$ cat src/rtl/node_integrator_multi.sv
// Charge-storage node: sums N branch currents, integrates into a saturating
// voltage, leaks when floating, and derives a hysteretic level and settled flag.
module node_integrator_multi #(
  parameter int W           = 16,
  parameter int N           = 4,
  parameter int SHIFT       = 0,
  parameter int HI          = 16384,
  parameter int LO          = -16384,
  parameter int TH_HI       = 4096,
  parameter int TH_LO       = -4096,
  parameter int INIT_D      = 0,
  parameter int LEAK_PERIOD = 8,
  parameter int LEAK_STEP   = 64,
  parameter int LEAK_TARGET = -16384,
  parameter int EPS         = 2,
  parameter int SETTLE      = 4
) (
  input  logic                eclk,
  input  logic                erst,
  input  logic [N*W-1:0]      i_bus,
  output logic signed [W-1:0] v,
  output logic                d,
  output logic                floating,
  output logic                settled
);

  localparam int SW = W + $clog2(N) + 1;
  localparam int VW = SW + 1;
  localparam int W1 = W + 1;
  localparam int FW = (LEAK_PERIOD > 1) ? $clog2(LEAK_PERIOD) : 1;
  localparam int CW = $clog2(SETTLE + 1);

  localparam logic signed [VW-1:0] VMAX =
    {{(VW-W+1){1'b0}}, {(W-1){1'b1}}};
  localparam logic signed [VW-1:0] VMIN =
    {{(VW-W+1){1'b1}}, {(W-1){1'b0}}};
  localparam logic signed [W-1:0] V_RST =
    (INIT_D != 0) ? W'(HI) : W'(LO);
  localparam logic signed [W-1:0] TH_HI_V = W'(TH_HI);
  localparam logic signed [W-1:0] TH_LO_V = W'(TH_LO);
  localparam logic signed [W1-1:0] TGT = W1'(LEAK_TARGET);
  localparam logic signed [W1-1:0] STEP = W1'(LEAK_STEP);
  localparam logic signed [W-1:0] STEP_V = W'(LEAK_STEP);
  localparam logic signed [W1-1:0] EPS_V = W1'(EPS);
  localparam logic [FW-1:0] F_LAST = FW'(LEAK_PERIOD - 1);
  localparam logic [CW-1:0] S_MAX = CW'(SETTLE);

  if (!(TH_LO < TH_HI && LO <= TH_LO && TH_HI <= HI)) begin : g_bad_th
    $error("node_integrator_multi: illegal threshold parameters");
  end

  logic        [FW-1:0] float_cnt;
  logic        [FW-1:0] cnt_next;
  logic        [CW-1:0] stable_cnt;
  logic        [CW-1:0] st_next;
  logic signed [SW-1:0] sum;
  logic signed [SW-1:0] delta;
  logic signed [VW-1:0] acc;
  logic signed [W-1:0]  integ;
  logic signed [W1-1:0] ldiff;
  logic signed [W1-1:0] lmag;
  logic signed [W-1:0]  leak_v;
  logic signed [W-1:0]  v_next;
  logic signed [W1-1:0] chg;
  logic signed [W1-1:0] chg_mag;
  logic                 d_next;

  assign floating = (i_bus == '0);

  always_comb begin
    sum = '0;
    for (int k = 0; k < N; k++)
      sum = sum + SW'($signed(i_bus[k*W +: W]));
  end

  assign delta = sum >>> SHIFT;
  assign acc   = VW'(v) + VW'(delta);

  always_comb begin
    if (acc > VMAX)
      integ = VMAX[W-1:0];
    else if (acc < VMIN)
      integ = VMIN[W-1:0];
    else
      integ = acc[W-1:0];
  end

  // Snap onto the target when within one step so the leak never overshoots.
  always_comb begin
    ldiff = W1'(v) - TGT;
    lmag  = (ldiff < 0) ? -ldiff : ldiff;
    if (lmag <= STEP)
      leak_v = TGT[W-1:0];
    else if (ldiff > 0)
      leak_v = v - STEP_V;
    else
      leak_v = v + STEP_V;
  end

  always_comb begin
    v_next   = v;
    cnt_next = float_cnt;
    if (!floating) begin
      v_next   = integ;
      cnt_next = '0;
    end else if (float_cnt == F_LAST) begin
      v_next   = leak_v;
      cnt_next = '0;
    end else begin
      cnt_next = float_cnt + FW'(1);
    end
  end

  always_comb begin
    d_next = d;
    if (v_next > TH_HI_V)
      d_next = 1'b1;
    else if (v_next < TH_LO_V)
      d_next = 1'b0;
  end

  always_comb begin
    chg     = W1'(v_next) - W1'(v);
    chg_mag = (chg < 0) ? -chg : chg;
    if (chg_mag > EPS_V)
      st_next = '0;
    else if (stable_cnt == S_MAX)
      st_next = stable_cnt;
    else
      st_next = stable_cnt + CW'(1);
  end

  always_ff @(posedge eclk) begin
    if (erst) begin
      v          <= V_RST;
      d          <= (INIT_D != 0);
      settled    <= 1'b0;
      float_cnt  <= '0;
      stable_cnt <= '0;
    end else begin
      v          <= v_next;
      d          <= d_next;
      settled    <= (st_next == S_MAX);
      float_cnt  <= cnt_next;
      stable_cnt <= st_next;
    end
  end

endmodule

$ cat config.mk
export PLATFORM = sky130hd
export DESIGN_NAME = node_integrator_multi
export DESIGN_NICKNAME = d
export VERILOG_FILES = /design/src/rtl/node_integrator_multi.sv
export SDC_FILE = /design/constraint.sdc
export NUM_CORES = 1
export LEC_CHECK = 0
export ABC_AREA = 1
export CAP_MARGIN = 10
export CORE_ASPECT_RATIO = 0.9
export CORE_MARGIN = 5
export CORE_UTILIZATION = 35
export DETAILED_ROUTE_END_ITERATION = 12
export GPL_ROUTABILITY_DRIVEN = 0
export GPL_TIMING_DRIVEN = 1
export PLACE_DENSITY_LB_ADDON = 0.2
export SLEW_MARGIN = 20
export SYNTH_ARGS = -nofsm -noshare
export SYNTH_HDL_FRONTEND = slang
export SYNTH_SLANG_ARGS = --single-unit
$ cat constraint.sdc
create_clock -name eclk -period 16.8 [get_ports eclk]
set_input_delay 5.04 -clock eclk [delete_from_list [all_inputs] [get_ports eclk]]
set_output_delay 5.04 -clock eclk [all_outputs]
set_load 0.01 [all_outputs]
# After elaboration in Yosys (flattened, before gate mapping)
# Index checks and enable logic that the tools add are counted.
[op_classes]
n_addsub = 12
order_cmp = 9
eq_ne = 3
muxes = 12
bitwise = 1
reduce_logical = 3
[op_table]
columns = ["cell", "n"]
rows = [
  ["$mux 16", 6],
  ["$logic_not 64->1", 1],
  ["$lt 17x1->1 const B", 2],
  ["$mux 17", 2],
  ["$neg 17->17", 2],
  ["$add 16x19->20", 1],
  ["$gt 20x16->1 const B", 1],
  ["$lt 20x16->1 const B", 1],
  ["$add 18x16->19", 1],
  ["$add 17x16->18", 1],
  ["$add 16x16->17", 1],
  ["$gt 17x1->1 const B", 1],
  ["$gt 17x3->1 const B", 1],
  ["$le 17x8->1 const B", 1],
  ["$sub 16x15->17 const B", 1],
  ["$sub 16x16->17", 1],
  ["$add 16x8->16 const B", 1],
  ["$gt 16x14->1 const B", 1],
  ["$lt 16x13->1 const B", 1],
  ["$sub 16x8->16 const B", 1],
  ["$eq 3x3->1 const B", 3],
  ["$add 3x1->3 const B", 2],
  ["$mux 3", 2],
  ["$reduce_or 3->1", 1],
  ["other kinds (3)", 4],
]
[totals]
register_bits = 24
inputBits = 66
out_inout_bits = 19
wordCells = 45

# Logic depth before layout (Yosys ltp)
[depth]
ltp_word = 14
depth_mapped = 48
depth_no_buf = 47

# Worst setup path before layout
# No wires, ideal clock.
[synth_timing]
kind = "input to output"
start = "input port i_bus[15]"
end = "output port floating"
t_arrival_ns = 5.668
required_ns = 11.760
slack_ns = 6.092
path_stages = 7
path_buffers = 0
cell_sequence = "inv_1 -> nand4_1 -> nor2_1 -> nand2_1 -> nor2_1 -> nand2_1 -> clkinv_1"
[synth_between]
elab_chain_len = 1
[synth_rtl]
columns = ["item", "line_no", "rtl"]
rows = [
  ["from (decl)", "20", "input logic [N*W-1:0] i_bus,"],
  ["$logic_not 64->1", "68", "assign floating = (i_bus == '0);"],
  ["to (decl)", "23", "output logic floating,"],
]
# Every way passes these cells.

# Final worst setup path
[layout_timing]
start = "input port i_bus[0]"
end = "output port floating"
# Same word-level chain as after synthesis.

==> metrics.yaml <==
status:
  outcome: "finished clean"
logic_synthesis:
  yosysMostFrequentCell: "nand2_1"
  ys_seq_area_share_pct: 7.58
  synthDistinctLibCells: 42
  yosys_warnings: 0
  synth-edff-count: 0
  synth-compound-area-share_pct: 7.15
  synth.area.top_cells: "nand2_1 18%, fa_1 16%, inv_1 15%"
  synth_top_area_cell: "nand2_1"
  ys_seq_elements: 24
  synth-xor-area-share_pct: 5.33
  synth_adder_area_share_pct: 26.5
  syn_nets: 1235
  synth_top_family_by_area: "simple AND/OR/NAND/NOR gates"
  synth_common_cells: "304 x nand2_1, 258 x inv_1, 103 x nor2_1"
  synth_ff_type: "dfxtp_1"
  synthMuxAreaShare_pct: 0
  synth_top_area_share_pct: 18.0
  netlist_area_um2: 6340
  synth-async-reset-ratio_pct: 0
  synth_simple_gate_area_share_pct: 36.6
  synth_cells: 1066
  avgSynthCellArea_um2: 5.94
routing:
  ant_nets: 0
  dr.pass1.iters: 6
  drtIter0Drc: 486
  vias_per_cell: 4.61
  wl_mm: 16.7
  vias: 6379
  drc: 0
  wire_per_inst_um: 12.0
critical_path:
  rr_endpoint: "settled$_SDFF_PP0_"
  cpPeakStageDelay_ns: 0.60
  critPathKind: "primary input to primary output"
  cp-end-kind: "primary output"
  crit_path_max_fanout: 12
  rrSetupSlack_ns: 10.36
  slowest_stage: "clkdlybuf4s50_1"
  cp-start-kind: "primary input"
  crit_arrival_ns: 7.31
  critPathMostFrequentCell: "nor2_1"
  rr_startpoint: "v[6]$_SDFF_PP0_"
  r2r_cells: 37
  crit_required_ns: 11.76
  cp_cell_sequence: "clkdlybuf4s50_1, nor2_1, nand3_1, nor2_1, nand2_1, nor2_1, nand2_1, clkinv_1, clkdlybuf4s50_1"
min_path:
  hold_path_depth: 1
  min-delay-start: "float_cnt[0]$_SDFF_PP0_"
  whs_endpoint: "float_cnt[0]$_SDFF_PP0_"
  min_path_type: "flip-flop to flip-flop"
sta:
  fin_crit_ns: 12.35
  fin_tns_setup_ns: 0
  finalCritPeriodShare_pct: 73.5
  fmaxAchievable_mhz: 81.0
  worst_slew_margin_rel_pct: 41.3
  maxSlewViolCount: 0
  rsz0062_at_grt: "no"
  final-hold-violation-count: 0
  skew_ns: 0.00527
  setup_viol: 0
  tightest_slew_ns: 0.881
cts:
  ctsRootBufferMaster: "clkbuf_16"
  clkTransAtPathRegs_ns: 0.07
  post_cts_buffers: 0
  cts_sinks: 24
  cts_tree: "done"
  worst_skew_pair.late_latency_ns: 0.27
  clk_path_buf_depth: 2
  htree_levels: 1
  hold_buffers: 0
  cts_buffers: 3
  cts-resized-gates: 0
final_layout:
  fillers: 1997
  n_antenna_cell: 0
  fin_cells: 1384
  fin_nets: 1314
  layout-area-overhead-vs-synth_pct: 18.7
  drive_above_1_share_pct: 3.76
die:
  io_pins: 85
  die_h_um: 138
  fp.dieArea_um2: 20900
  die_w_um: 152
  core_um2: 17700
  rows: 46
  start_util_pct: 35.7
placed_design:
  io_buffers: 84
  dp.final_hpwl_mm: 14.7
  place_inst: 1380
grt:
  antenna_found_initial: 0
  gr-usage-all-layers_pct: 16.6
  grt-ovfl-total: 0
  grt_pass1_vias: 6207
  grt_pass1_wl_mm: 29.1
  grt_max_degree: 25
flow_run:
  cap_viol_max_count: 0
-- worst max-delay path: cells and delay by family --
kind          cells  cell delay (ns)
buf+inv           3             1.37
simple gates      6             0.91
-- how the worst max path moves through the flow --
stage / from / end / slack, ns
after floorplan: i_bus[15] / floating / 6.09
after global placement: i_bus[0] / floating / 4.52
after detailed placement: i_bus[0] / floating / 4.50
after CTS: i_bus[0] / floating / 4.49
after global routing: i_bus[6] / settled$_SDFF_PP0_ / 4.11
final: i_bus[0] / floating / 4.45
-- registers in the layout, indices dropped and copies added (netlist names) --
signal and flops:
d 1, stable_cnt 3, settled 1, float_cnt 3
v 16
-- through the flow --
step | util (%) | hold slack, ns | cell area, µm² | setup slack [ns]
6_report | 42.4 | 0.426 | 7520 | 4.45
4_1_cts | 42.4 | 0.431 | 7520 | 4.49
2_1_floorplan | - | 0.399 | 6340 | 6.09
5_1_grt | 42.4 | 0.440 | 7520 | 4.11
3_3_place_gp | 41.8 | 0.414 | 7420 | 4.52
3_5_place_dp | 41.8 | 0.414 | 7420 | 4.50
-- cell families (layout without fill, tap and decap cells) --
| logic type | after synthesis | after routing |
|---|---|---|
| AOI/OAI and AO/OA | 82 | 82 |
| xor gates and xnor gates | 36 | 36 |
| adders and majority gates | 103 | 103 |
| buffers and inverters | 278 | 356 |
| DFF | 24 | 24 |
| and+or+nand+nor | 543 | 543 |
-- cells in the final DEF, fill, tap and decap left out, types with 2 or more instances in the layout --
cell	count
nand4_1	19
a31oi_1	2
ha_1	51
a21boi_0	2
a21oi_1	49
xor2_1	20
or2_2	2
xnor2_1	13
and3_1	2
o21ai_0	16
nand3b_1	8
inv_1	258
o21ai_1	2
inv_2	6
nand2_1	304
nor2_2	6
xnor2_2	2
fa_1	52
nand3_2	5
nor2_1	103
dfxtp_1	24
clkinv_1	4
nor3_1	6
nand3_1	73
clkbuf_16	3
clkdlybuf4s50_1	84
nand2_2	11
a21oi_2	3
o21bai_1	3
-- layer usage --
layer | vias up | share of wire, % | global-route usage, %
met4 | 0 | 0.97 | 2.05
met2 | 163 | 41 | 26.6
li1 | 3370 | - | -
met5 | - | 0 | 0
met3 | 12 | 6.2 | 2.48
met1 | 2834 | 51 | 24.3
-- layout make-up --
type	count	area (µm²)	area share [%]
inverters	268	1010	13.4
multi-input cells	764	4790	63.7
clock inverters	1	30.0	0.399
repair buffers	84	841	11.2
well taps	240	300	3.99
flip-flops and latches	24	480	6.39
clock buffers	3	75.1	0.998
Power is not shown: default switching activity piles up to over one toggle a cycle in this logic, so the estimate is an artifact.
